### src/rtl/exec_stage_unit_if.sv
// Handshake bundle between decode, the execute stage and the writeback consumer.
// The slave view belongs to the execute stage; the master view drives it.
interface exec_stage_unit_if #(
    parameter int DATA_W = 32,
    parameter int REG_AW = 5
);
    logic              in_valid;
    logic              in_ready;
    logic              reg_write;
    logic [2:0]        alu_op;
    logic              alu_src;
    logic              mem_read;
    logic              mem_write;
    logic              branch;
    logic              jump;
    logic [DATA_W-1:0] rs1_data;
    logic [DATA_W-1:0] rs2_data;
    logic [DATA_W-1:0] imm;
    logic [REG_AW-1:0] rd_addr;

    logic              wb_valid;
    logic              wb_ready;
    logic              wb_we;
    logic [REG_AW-1:0] wb_addr;
    logic [DATA_W-1:0] wb_data;
    logic              wb_zero;
    logic              wb_carry;

    modport master (
        output in_valid, reg_write, alu_op, alu_src, mem_read, mem_write,
               branch, jump, rs1_data, rs2_data, imm, rd_addr, wb_ready,
        input  in_ready, wb_valid, wb_we, wb_addr, wb_data, wb_zero, wb_carry
    );

    modport slave (
        input  in_valid, reg_write, alu_op, alu_src, mem_read, mem_write,
               branch, jump, rs1_data, rs2_data, imm, rd_addr, wb_ready,
        output in_ready, wb_valid, wb_we, wb_addr, wb_data, wb_zero, wb_carry
    );
endinterface

### src/rtl/exec_stage_unit.sv
// Execute stage: operand-latch stage feeding a compute/writeback register, valid/ready
// on both sides with full back-pressure, plus a sticky illegal flag and retired-write counter.
module exec_stage_unit #(
    parameter int DATA_W = 32,
    parameter int REG_AW = 5,
    parameter int CNT_W  = 16
) (
    input  logic             clk,
    input  logic             rst,
    exec_stage_unit_if.slave bus,
    output logic             err_illegal,
    output logic [CNT_W-1:0] retired_cnt
);
    localparam logic [2:0] OP_ADD = 3'b000;
    localparam logic [2:0] OP_SUB = 3'b001;
    localparam logic [2:0] OP_AND = 3'b010;
    localparam logic [2:0] OP_OR  = 3'b011;
    localparam logic [2:0] OP_NOP = 3'b111;

    logic              r_s1Valid;
    logic [DATA_W-1:0] r_s1OpA;
    logic [DATA_W-1:0] r_s1OpB;
    logic [2:0]        r_s1AluOp;
    logic [REG_AW-1:0] r_s1Rd;
    logic              r_s1WeReq;
    logic              r_s1Bad;

    logic              r_wbValid;
    logic              r_wbWe;
    logic [REG_AW-1:0] r_wbAddr;
    logic [DATA_W-1:0] r_wbData;
    logic              r_wbZero;
    logic              r_wbCarry;
    logic              r_errIllegal;
    logic [CNT_W-1:0]  r_retiredCnt;

    logic              w_s2CanLoad;
    logic              w_s1CanLoad;
    logic              w_accept;
    logic              w_inBad;
    logic [DATA_W:0]   w_sum;
    logic [DATA_W:0]   w_diff;
    logic [DATA_W-1:0] w_result;
    logic              w_carry;
    logic              w_we;

    // The only combinational input-to-output path is wb_ready -> in_ready.
    assign w_s2CanLoad = ~r_wbValid | bus.wb_ready;
    assign w_s1CanLoad = ~r_s1Valid | w_s2CanLoad;
    assign w_accept    = bus.in_valid & w_s1CanLoad;
    assign w_inBad     = (bus.alu_op[2] & (bus.alu_op != OP_NOP)) | bus.mem_read
                       | bus.mem_write | bus.branch | bus.jump;

    always_ff @(posedge clk or posedge rst) begin
        if (rst) begin
            r_s1Valid <= 1'b0;
            r_s1OpA   <= '0;
            r_s1OpB   <= '0;
            r_s1AluOp <= OP_NOP;
            r_s1Rd    <= '0;
            r_s1WeReq <= 1'b0;
            r_s1Bad   <= 1'b0;
        end else if (w_s1CanLoad) begin
            r_s1Valid <= w_accept;
            if (w_accept) begin
                r_s1OpA   <= bus.rs1_data;
                r_s1OpB   <= bus.alu_src ? bus.imm : bus.rs2_data;
                r_s1AluOp <= bus.alu_op;
                r_s1Rd    <= bus.rd_addr;
                r_s1WeReq <= bus.reg_write;
                r_s1Bad   <= w_inBad;
            end
        end
    end

    // Bad entries and illegal opcodes fall through to a zero result with no carry.
    always_comb begin
        w_sum    = {1'b0, r_s1OpA} + {1'b0, r_s1OpB};
        w_diff   = {1'b0, r_s1OpA} - {1'b0, r_s1OpB};
        w_result = '0;
        w_carry  = 1'b0;
        if (!r_s1Bad) begin
            case (r_s1AluOp)
                OP_ADD: begin
                    w_result = w_sum[DATA_W-1:0];
                    w_carry  = w_sum[DATA_W];
                end
                OP_SUB: begin
                    w_result = w_diff[DATA_W-1:0];
                    w_carry  = w_diff[DATA_W];
                end
                OP_AND:  w_result = r_s1OpA & r_s1OpB;
                OP_OR:   w_result = r_s1OpA | r_s1OpB;
                default: w_result = '0;
            endcase
        end
        w_we = r_s1WeReq & ~r_s1Bad & (r_s1AluOp != OP_NOP) & (r_s1Rd != '0);
    end

    always_ff @(posedge clk or posedge rst) begin
        if (rst) begin
            r_wbValid    <= 1'b0;
            r_wbWe       <= 1'b0;
            r_wbAddr     <= '0;
            r_wbData     <= '0;
            r_wbZero     <= 1'b0;
            r_wbCarry    <= 1'b0;
            r_errIllegal <= 1'b0;
        end else if (w_s2CanLoad) begin
            r_wbValid <= r_s1Valid;
            if (r_s1Valid) begin
                r_wbWe    <= w_we;
                r_wbAddr  <= r_s1Rd;
                r_wbData  <= w_result;
                r_wbZero  <= (w_result == '0);
                r_wbCarry <= w_carry;
                if (r_s1Bad) begin
                    r_errIllegal <= 1'b1;
                end
            end
        end
    end

    always_ff @(posedge clk or posedge rst) begin
        if (rst) begin
            r_retiredCnt <= '0;
        end else if (r_wbValid & bus.wb_ready & r_wbWe) begin
            r_retiredCnt <= r_retiredCnt + CNT_W'(1);
        end
    end

    assign bus.in_ready = w_s1CanLoad;
    assign bus.wb_valid = r_wbValid;
    assign bus.wb_we    = r_wbWe;
    assign bus.wb_addr  = r_wbAddr;
    assign bus.wb_data  = r_wbData;
    assign bus.wb_zero  = r_wbZero;
    assign bus.wb_carry = r_wbCarry;
    assign err_illegal  = r_errIllegal;
    assign retired_cnt  = r_retiredCnt;
endmodule

### src/flat_wrapper.sv
// flat-port wrapper written by rule: the top's interface ports become plain ports
module exec_stage_unit_flat 
#(
    parameter int DATA_W = 32,
    parameter int REG_AW = 5,
    parameter int CNT_W  = 16
)
  (clk, rst, err_illegal, retired_cnt, bus_in_valid, bus_reg_write, bus_alu_op, bus_alu_src, bus_mem_read, bus_mem_write, bus_branch, bus_jump, bus_rs1_data, bus_rs2_data, bus_imm, bus_rd_addr, bus_wb_ready, bus_in_ready, bus_wb_valid, bus_wb_we, bus_wb_addr, bus_wb_data, bus_wb_zero, bus_wb_carry);
  exec_stage_unit_if #(.DATA_W(DATA_W), .REG_AW(REG_AW)) bus_i ();
  input  logic clk;
  input  logic rst;
  output logic err_illegal;
  output logic [CNT_W-1:0] retired_cnt;
  input wire logic [$bits(bus_i.in_valid)-1:0] bus_in_valid;
  input wire logic [$bits(bus_i.reg_write)-1:0] bus_reg_write;
  input wire logic [$bits(bus_i.alu_op)-1:0] bus_alu_op;
  input wire logic [$bits(bus_i.alu_src)-1:0] bus_alu_src;
  input wire logic [$bits(bus_i.mem_read)-1:0] bus_mem_read;
  input wire logic [$bits(bus_i.mem_write)-1:0] bus_mem_write;
  input wire logic [$bits(bus_i.branch)-1:0] bus_branch;
  input wire logic [$bits(bus_i.jump)-1:0] bus_jump;
  input wire logic [$bits(bus_i.rs1_data)-1:0] bus_rs1_data;
  input wire logic [$bits(bus_i.rs2_data)-1:0] bus_rs2_data;
  input wire logic [$bits(bus_i.imm)-1:0] bus_imm;
  input wire logic [$bits(bus_i.rd_addr)-1:0] bus_rd_addr;
  input wire logic [$bits(bus_i.wb_ready)-1:0] bus_wb_ready;
  output wire logic [$bits(bus_i.in_ready)-1:0] bus_in_ready;
  output wire logic [$bits(bus_i.wb_valid)-1:0] bus_wb_valid;
  output wire logic [$bits(bus_i.wb_we)-1:0] bus_wb_we;
  output wire logic [$bits(bus_i.wb_addr)-1:0] bus_wb_addr;
  output wire logic [$bits(bus_i.wb_data)-1:0] bus_wb_data;
  output wire logic [$bits(bus_i.wb_zero)-1:0] bus_wb_zero;
  output wire logic [$bits(bus_i.wb_carry)-1:0] bus_wb_carry;
  assign bus_i.in_valid = bus_in_valid;
  assign bus_i.reg_write = bus_reg_write;
  assign bus_i.alu_op = bus_alu_op;
  assign bus_i.alu_src = bus_alu_src;
  assign bus_i.mem_read = bus_mem_read;
  assign bus_i.mem_write = bus_mem_write;
  assign bus_i.branch = bus_branch;
  assign bus_i.jump = bus_jump;
  assign bus_i.rs1_data = bus_rs1_data;
  assign bus_i.rs2_data = bus_rs2_data;
  assign bus_i.imm = bus_imm;
  assign bus_i.rd_addr = bus_rd_addr;
  assign bus_i.wb_ready = bus_wb_ready;
  assign bus_in_ready = bus_i.in_ready;
  assign bus_wb_valid = bus_i.wb_valid;
  assign bus_wb_we = bus_i.wb_we;
  assign bus_wb_addr = bus_i.wb_addr;
  assign bus_wb_data = bus_i.wb_data;
  assign bus_wb_zero = bus_i.wb_zero;
  assign bus_wb_carry = bus_i.wb_carry;
  exec_stage_unit #(.DATA_W(DATA_W), .REG_AW(REG_AW), .CNT_W(CNT_W)) u_core (.clk(clk), .rst(rst), .bus(bus_i), .err_illegal(err_illegal), .retired_cnt(retired_cnt));
endmodule
### config.mk
export PLATFORM = sky130hd
export DESIGN_NAME = exec_stage_unit_flat
export DESIGN_NICKNAME = d
export VERILOG_FILES = /design/src/rtl/exec_stage_unit_if.sv /design/src/rtl/exec_stage_unit.sv /design/src/flat_wrapper.sv
export SDC_FILE = /design/constraint.sdc
export NUM_CORES = 1
export LEC_CHECK = 0
export CORE_MARGIN = 1
export CORE_UTILIZATION = 45
export DETAILED_ROUTE_END_ITERATION = 8
export HOLD_SLACK_MARGIN = 0.15
export MAX_ROUTING_LAYER = met4
export PLACE_DENSITY = 0.69
export SYNTH_ARGS = -nofsm -noshare
export SYNTH_HDL_FRONTEND = slang
export SYNTH_SLANG_ARGS = --single-unit
### constraint.sdc
create_clock -name clk -period 8.47 [get_ports clk]
set_input_delay 0.847 -clock clk [delete_from_list [all_inputs] [get_ports clk]]
set_output_delay 0.847 -clock clk [all_outputs]
set_load 0.005 [all_outputs]
# --- Word-level counts from Yosys, hierarchy flattened ---
# Index checks and enable logic that the tools add are counted.
word_totals:
  register_bits: 133
  inputBits: 114
  output_inout_bits: 59
  word_cells: 52
op_classes:
  addsub: 3
  n_eq_ne: 5
  n_mux: 5
  n_bitwise: 18
  n_reduce_logical: 6
ops:
  columns: ["cell", "count"]
  rows:
  - ["$pmux 32 s4", 1]
  - ["$mux 32", 2]
  - ["$add 32x32->33", 1]
  - ["$sub 32x32->33", 1]
  - ["$and 32x32->32", 1]
  - ["$logic_not 32->1", 1]
  - ["$or 32x32->32", 1]
  - ["$add 16x1->16 const B", 1]
  - ["$and 1x1->1", 7]
  - ["$eq 3x2->1 const B", 2]
  - ["$ne 3x3->1 const B", 2]
  - ["$or 1x1->1", 6]
  - ["$reduce_bool 5->1", 1]
  - ["$reduce_and 2->1", 2]
  - ["$eq 3x1->1 const B", 1]
  - ["$logic_not 3->1", 1]
  - ["$not 1->1", 3]
  - ["$reduce_and 3->1", 1]
  - ["$pmux 1 s2", 1]
  - ["$mux 1", 1]

# --- Depth between registers and ports, before layout ---
# Gate-level depths: netlist of run 1.
depth:
  ltp_word: 6
  mapped_depth: 15
  mapped_depth_nobuf: 15

# --- Worst setup path before layout of run 1 ---
# Ideal clock, no wire load.
synth_timing:
  path_kind: "register to register"
  startpoint: "register u_core.r_s1OpA[0]"
  endpoint: "register u_core.r_wbZero (netlist: u_core.bus.wb_zero)"
  setup_ns: 0.104
  t_arrival_ns: 3.208
  required_ns: 8.366
  slack_ns: 5.158
  path_stages_with_launch: 16
  path_buffers: 0
  synth_period_minus_slack_ns: 3.312
  cell_sequence: "dfrtp_1 -> inv_1 -> ha_1 -> inv_1 -> fa_1 -> nor2b_1 -> o211ai_1 -> a31oi_1 -> o21ai_0 -> a21oi_1 -> a221oi_1 -> xnor2_1 -> nor2_1 -> o41ai_2 -> nand4b_1 -> o41ai_2"
synth_via:
  elab_chain_cells: 4
  word_cells_on_any_way: 7
  classes_between: "add/sub: 2; mux: 2; bitwise: 2; reduce/logical: 1"
synth_rtl:
  columns: ["element", "line", "rtl"]
  rows:
  - ["from (decl)", "exec_stage_unit.sv:21", "logic [DATA_W-1:0] r_s1OpA;"]
  - ["from (signal assigned)", "exec_stage_unit.sv:66", "r_s1OpA <= bus.rs1_data;"]
  - ["$sub 32x32->33, or another cell as far along", "exec_stage_unit.sv:79", "w_diff = {1'b0, r_s1OpA} - {1'b0, r_s1OpB};"]
  - ["$pmux 32 s4 *", "exec_stage_unit.sv:83", "case (r_s1AluOp)"]
  - ["$mux 32 *", "exec_stage_unit.sv:82", "if (!r_s1Bad) begin"]
  - ["$logic_not 32->1 *", "exec_stage_unit.sv:115", "r_wbZero <= (w_result == '0);"]
  - ["to (signal assigned)", "exec_stage_unit.sv:115", null]
  - ["to (decl)", "exec_stage_unit.sv:32", "logic r_wbZero;"]
# Every way passes the cells marked *; elsewhere a longest branch is shown, timed or not.
# A chain may end at the register's enable or synchronous reset.

# --- Worst setup path in the final report of run 1 ---
# Same ends and word-level chain as after synthesis.

==> results of run 1 <==
layout make-up:
class / count / share of cell area
multi-input combinational: 961 / 0.507
tap: 313 / 0.0297
inverter: 102 / 0.0293
timing repair buffer: 178 / 0.134
clock inverter: 12 / 0.0126
sequential: 133 / 0.253
clock buffer: 20 / 0.0347
worst max-delay path, delay by kind of cell (launching register included):
family	cells	cell delay, ns
AO/OA/AOI/OAI	6	1.91
buffers and inverters	2	0.15
adder cells (fa/ha/maj)	2	0.62
AND/OR/NAND/NOR	5	0.94
flip-flops	1	0.40
kinds of logic after synthesis:
kind of cell	synth area share
adder cells (fa/ha/maj)	0.128
flip-flops	0.312
buffers and inverters	0.0626
AND/OR/NAND/NOR	0.154
multiplexers	0.0871
AO/OA/AOI/OAI	0.223
XOR/XNOR	0.0328
Yosys cell counts (all sizes together), types with 7 or more instances:
cell type,number
nor2b,10
buf,19
a31oi,12
a211oi,22
clkbuf,52
nand2b,7
dfrtp,130
or4,7
nand3,21
o211ai,16
nor2,89
o21bai,12
o31ai,19
nand4,21
mux2,45
nand2,158
inv,101
a22o,9
nor3,16
a21oi,87
a21o,14
xnor2,36
a221oi,7
o21ai,107
ha,106
nor4,10
mux2i,40
metal layers:
metal,track usage,part of all wire,vias up
li1,-,-,4733
met4,0.0864,0.022,0
met3,0.0489,0.068,54
met1,0.377,0.47,4613
met2,0.418,0.44,384
met5,-,0,-
power by group through the flow:
stage	logic, mW	registers, mW	clock network (mW)
3_3_place_gp	1.18	0.782	0
5_1_grt	1.32	0.787	0.839
3_5_place_dp	1.18	0.787	0
4_1_cts	1.19	0.776	0.812
2_1_floorplan	0.853	0.761	0
6_report	1.21	0.776	0.798
sequential cells by signal, summed over array words and instances (netlist names), 3 cells and up:
signal and count:
u_core.r_s1AluOp 3, u_core.r_s1OpA 32, u_core.r_s1Rd 5, u_core.bus.wb_data 32, u_core.retired_cnt 16, u_core.bus.wb_addr 5, u_core.r_s1OpB 32
stage by stage:
stage                     cell area, um^2  cells  power (mW)   util  setup WS, ns
after global placement              12500   1687        1.96  0.548          4.52
after floorplan                     10700   1267        1.61      -          4.07
after global routing                13200   1719        2.95  0.575          4.10
final                               13200   1719        2.78  0.575          4.35
after detailed placement            12500   1687        1.97  0.548          4.46
after CTS                           13200   1719        2.77  0.575          4.42
how the worst min path moves through the flow:
| stage | endpoint | depth (start not counted) | slack [ns] | from |
|---|---|---|---|---|
| final | u_core.bus.wb_addr[3]$_DFFE_PP0P_ | 2 | 0.47 | u_core.bus.wb_addr[3]$_DFFE_PP0P_ |
| after global routing | u_core.retired_cnt[15]$_DFFE_PP0P_ | 1 | 0.48 | u_core.retired_cnt[15]$_DFFE_PP0P_ |
| after global placement | u_core.retired_cnt[15]$_DFFE_PP0P_ | 1 | 0.46 | u_core.retired_cnt[15]$_DFFE_PP0P_ |
| after detailed placement | u_core.retired_cnt[15]$_DFFE_PP0P_ | 1 | 0.46 | u_core.retired_cnt[15]$_DFFE_PP0P_ |
| after floorplan | u_core.bus.wb_addr[4]$_DFFE_PP0P_ | 2 | 0.45 | u_core.r_s1Rd[4]$_DFFE_PP0P_ |
| after CTS | u_core.retired_cnt[15]$_DFFE_PP0P_ | 1 | 0.48 | u_core.retired_cnt[15]$_DFFE_PP0P_ |
==> out/qor.csv, run 1 <==
metric,value,unit
outcome,finished clean,
CTS Root Cell,clkbuf_16,
CTS Sinks,133,
Synth-to-Final Area Change,23.5,%
synthesized net count,1489,
Max rail drop VDD,0.000122,V
Hold Fails Final Rpt,0,
setup TNS,0,ns
fin crit share,0.486,
WHS,0.473,ns
FMAX,0.243,GHz
post-CTS resize count,0,
Crit Path Max Fanout,3,
most frequent cells in the layout,"171 x clkdlybuf4s50_1, 156 x nand2_1, 130 x dfrtp_1",
reg2reg setup slack,4.35,ns
top_reg_cell synth,dfrtp_1,
Power Dens Cells,211,nW/um^2
measured slew at the worst slew-check pin,1.14,ns
Congestion Overflow GR,0,
largest net degree at the start of global routing,108,
Crit. End Element,flip-flop,
Filler cells,2115,
RSZ-0062 raised after global routing,false,
Max Clock Skew,0.0129,ns
yosys warns,0,
R2R Path Start,u_core.r_s1OpA[0]$_DFFE_PP0P_,
Storage cell area,3330,um^2
total number of vias,9784,
final net count,1615,
synth unique cells,75,
post-synthesis sequential area ratio,0.312,
first-pass GRT wire length,50900,um
I/O Pins,173,
"Hold-fix buffers, CTS",0,
CP Cell Sequence,"inv_1, ha_1, inv_1, fa_1, nor2b_1, o311ai_0, nand3_1, a21oi_1, o21bai_1, nand3_1, a41oi_1, o21ai_0, and3_1, nand4b_1, o41ai_2",
max incr delay on CP,0.55,ns
Vias/cell,5.69,
1st-iter DRT viols,738,
post-CTS setup buffers,0,
Skew-Pair Late Insertion Delay,0.44,ns
vias in the first global route,9367,
Max-slew headroom,0.240,
Post-synth EDFFs,0,
placement row count,55,
P_sw,1.12,mW
clock buffer count from CTS,17,
Switching Fraction,0.403,
static leakage,5.80,nW
WL final,31900,um
Post-route DRC,0,
crit path kind,reg2reg,
max cap viols,0,
crit path capture,u_core.bus.wb_zero$_DFFE_PP0P_,
TritonCTS clock tree,built,
worst path required time,8.80,ns
Worst Setup SP,u_core.r_s1OpA[0]$_DFFE_PP0P_,
top-area cell type share of the netlist area,0.305,
DR pass1 iterations,5,
Final Max Tran Viols,0,
initial antenna violation count,0,
Syn Inst Count,1267,
Sequential Power Share,0.279,
I/O Buffers,172,
Clock Pin Slew Worst Setup and Hold Paths,0.06,ns
reg2reg end,u_core.bus.wb_zero$_DFFE_PP0P_,
number of antenna diodes,0,
Tot GR Track Use,0.277,
"commonest non-fill, non-tap cell in the layout",clkdlybuf4s50_1,
deepest clock path buffer count,2,
minimum clock period,4.12,ns
H-tree depth,4,
synthesized area per cell,8.42,um^2
die height,156,um
Final Wtd Congestion,0.965,
Finish-stage setup viols,0,
#FFs+latches synth,133,
DP HPWL,23400,um
Initial Utilization,0.466,
crit path DAT,4.45,ns
FF-to-FF path depth,15,
DRT antenna net count,0,
core footprint,22900,um^2
die area,24300,um^2
Die Width,156,um
synthesized area,10700,um^2
CP Launch Type,flip-flop,
Hold Crit Class,reg2reg,
largest cells by area after synthesis,"dfrtp_1 30%, ha_1 12%, nand2_1 5.5%, o21ai_0 5.0%, mux2_2 4.8%",
multi-input logic area,6680,um^2
Comb pwr share,0.434,
Internal,1.66,mW
layout cells sized above 1,0.0818,
"area leader, netlist",dfrtp_1,
crit path max-delay cell type,o21ai_0,
Wirelength per Cell,18.5,um
Post-synth ARST share,1.00,
Clk network pwr share,0.287,
Power figures use the tool's default switching activity.
==> run 2: changes to the inputs <==
==> constraint.sdc (replaced) <==
create_clock -name clk -period 4.1 [get_ports clk]
set_input_delay 0.41 -clock clk [delete_from_list [all_inputs] [get_ports clk]]
set_output_delay 0.41 -clock clk [all_outputs]
set_load 0.005 [all_outputs]
==> run 2 against run 1 <==
- sequential power grew 100%
- sequential cell count is the same
- final area grew 1.4%
- non-clock buffer count is 28 higher
- clock skew up 0.0023 ns
- global-route usage is 0.23 points higher
- first-iteration DRC count grew 20%
- highest routed layer unchanged
==> out/qor.csv, run 2 (synthesized netlist as in run 1, its figures left out) <==
metric,value,unit,change
setup TNS,0,ns,unchanged
Hold Crit Class,in2async,,was reg2reg
Initial Utilization,0.466,,unchanged
Crit Path Max Fanout,3,,unchanged
largest net degree at the start of global routing,104,,was 108
multi-input logic area,6690,um^2,was 6680 um^2
Max-slew headroom,0.250,,was 0.240
post-CTS resize count,0,,unchanged
die area,24300,um^2,unchanged
Power Dens Cells,429,nW/um^2,was 211 nW/um^2
measured slew at the worst slew-check pin,1.12,ns,was 1.14 ns
R2R Path Start,u_core.r_s1OpA[0]$_DFFE_PP0P_,,unchanged
RSZ-0062 raised after global routing,false,,unchanged
Clock Pin Slew Worst Setup and Hold Paths,0.06,ns,about the same
Final Max Tran Viols,0,,unchanged
max cap viols,0,,unchanged
placed insts,1715,,was 1687
Hold Fails Final Rpt,0,,unchanged
DRT antenna net count,0,,unchanged
worst path required time,4.43,ns,was 8.80 ns
Synth-to-Final Area Change,25.2,%,was 23.5%
crit path kind,reg2reg,,unchanged
"commonest non-fill, non-tap cell in the layout",clkdlybuf4s50_1,,unchanged
CTS Root Cell,clkbuf_16,,unchanged
Wirelength per Cell,18.6,um,was 18.5 um
Skew-Pair Late Insertion Delay,0.44,ns,about the same
Congestion Overflow GR,0,,unchanged
vias in the first global route,9601,,was 9367
die height,156,um,unchanged
Finish-stage setup viols,0,,unchanged
most frequent cells in the layout,"171 x clkdlybuf4s50_1, 156 x nand2_1, 130 x dfrtp_1",,unchanged
DR pass1 iterations,5,,unchanged
crit path DAT,4.18,ns,was 4.45 ns
Max rail drop VDD,0.000259,V,was 0.000122 V
outcome,finished clean,,unchanged
number of antenna diodes,0,,unchanged
I/O Buffers,172,,unchanged
CTS Sinks,133,,unchanged
placement row count,55,,unchanged
Filler cells,2116,,was 2115
deepest clock path buffer count,2,,unchanged
first-pass GRT wire length,51700,um,was 50900 um
Vias/cell,5.75,,was 5.69
layout cells sized above 1,0.101,,was 0.0818
final cell count without fillers,1747,,was 1719
initial antenna violation count,0,,unchanged
TritonCTS clock tree,built,,unchanged
Storage cell area,3330,um^2,unchanged
final net count,1643,,was 1615
Crit. End Element,flip-flop,,unchanged
H-tree depth,4,,unchanged
DP HPWL,24400,um,was 23400 um
WL final,32400,um,was 31900 um
Die Width,156,um,unchanged
clock buffer count from CTS,17,,unchanged
FMAX,0.260,GHz,was 0.243 GHz
Tot GR Track Use,0.279,,was 0.277
Final Wtd Congestion,0.990,,was 0.965
static leakage,5.91,nW,was 5.80 nW
total number of vias,10000,,was 9784
minimum clock period,3.84,ns,was 4.12 ns
CP Launch Type,flip-flop,,unchanged
1st-iter DRT viols,886,,was 738
Worst Setup SP,u_core.r_s1OpA[0]$_DFFE_PP0P_,,unchanged
core footprint,22900,um^2,unchanged
fin crit share,0.938,,was 0.486
Post-route DRC,0,,unchanged
"Hold-fix buffers, CTS",0,,unchanged
Max Clock Skew,0.0152,ns,was 0.0129 ns
I/O Pins,173,,unchanged
post-CTS setup buffers,0,,unchanged
Pwr Total,5.74,mW,was 2.78 mW
run 2: changes by cell type in the layout (fill, tap and decap cells not counted), moves of 2 or more:
cell        change
bufinv_16       -2
inv_6           -2
clkinvlp_4      +2
buf_4          +27
run 2: final cells by class:
class,count,share of cell area
repair buffers,206,0.149
clock buffers,20,0.0342
inverters,102,0.0288
multi-input cells,961,0.501
flip-flops and latches,133,0.249
well taps,313,0.0293
clock inverters,12,0.00899
run 2: path summary, 6_finish.rpt:
kind                                                 endpoint  slack [ns]  depth (start not counted)
setup / recovery               u_core.bus.wb_zero$_DFFE_PP0P_        0.26                         15
setup reg to reg               u_core.bus.wb_zero$_DFFE_PP0P_        0.26                         15
min in group clk            u_core.bus.wb_addr[3]$_DFFE_PP0P_        0.47                          2
max in group asynchronous     u_core.r_s1AluOp[1]$_DFFE_PP1P_        2.82                          3
hold / removal             u_core.retired_cnt[15]$_DFFE_PP0P_        0.39                          2
hold reg to reg             u_core.bus.wb_addr[3]$_DFFE_PP0P_        0.47                          2
run 2: routing by layer:
metal | wire length (um) | vias to the layer above | track usage
met4 | 546 | 0 | 0.0756
met5 | 0 | - | -
li1 | - | 4782 | -
met2 | 14700 | 418 | 0.428
met1 | 14800 | 4802 | 0.382
met3 | 2370 | 43 | 0.0433
run 2: metrics by stage:
step / setup slack [ns] / hold WS, ns / instance area [um^2] / util
5_1_grt: 0.0627 / 0.456 / 13400 / 0.583
6_report: 0.256 / 0.389 / 13400 / 0.583
2_1_floorplan: 0.141 / 0.447 / 10700 / -
3_5_place_dp: 0.283 / 0.448 / 12800 / 0.557
4_1_cts: 0.244 / 0.425 / 13300 / 0.582
3_3_place_gp: 0.339 / 0.439 / 12800 / 0.557
run 2: where the power goes:
part / switching, mW / leakage [nW] / internal, mW
clock: 0.651 / 0.277 / 0.879
sequential: 0.143 / 1.67 / 1.45
combinational: 1.57 / 3.96 / 1.04
total: 2.36 / 5.91 / 3.37
run 2: worst max-delay path: stages (launching register included):
cell,delay [ns]
dfrtp_1,0.40
inv_1,0.09
ha_1,0.17
inv_1,0.07
fa_1,0.47
nor2b_1,0.19
o211ai_1,0.26
a31oi_1,0.14
o21ai_0,0.34
a21oi_1,0.22
a221oi_1,0.33
xnor2_1,0.18
nor2_1,0.08
o41ai_2,0.36
nand4b_1,0.16
o41ai_2,0.28
==> run 3: changes to the inputs <==
--- a/config.mk
+++ b/config.mk
@@ -8,7 +8,6 @@
 export CORE_MARGIN = 1
 export CORE_UTILIZATION = 45
 export DETAILED_ROUTE_END_ITERATION = 8
-export HOLD_SLACK_MARGIN = 0.15
 export MAX_ROUTING_LAYER = met4
 export PLACE_DENSITY = 0.69
 export SYNTH_ARGS = -nofsm -noshare
==> results of run 3 <==
No change in the layout: final DEF, timing and power equal those of run 2.
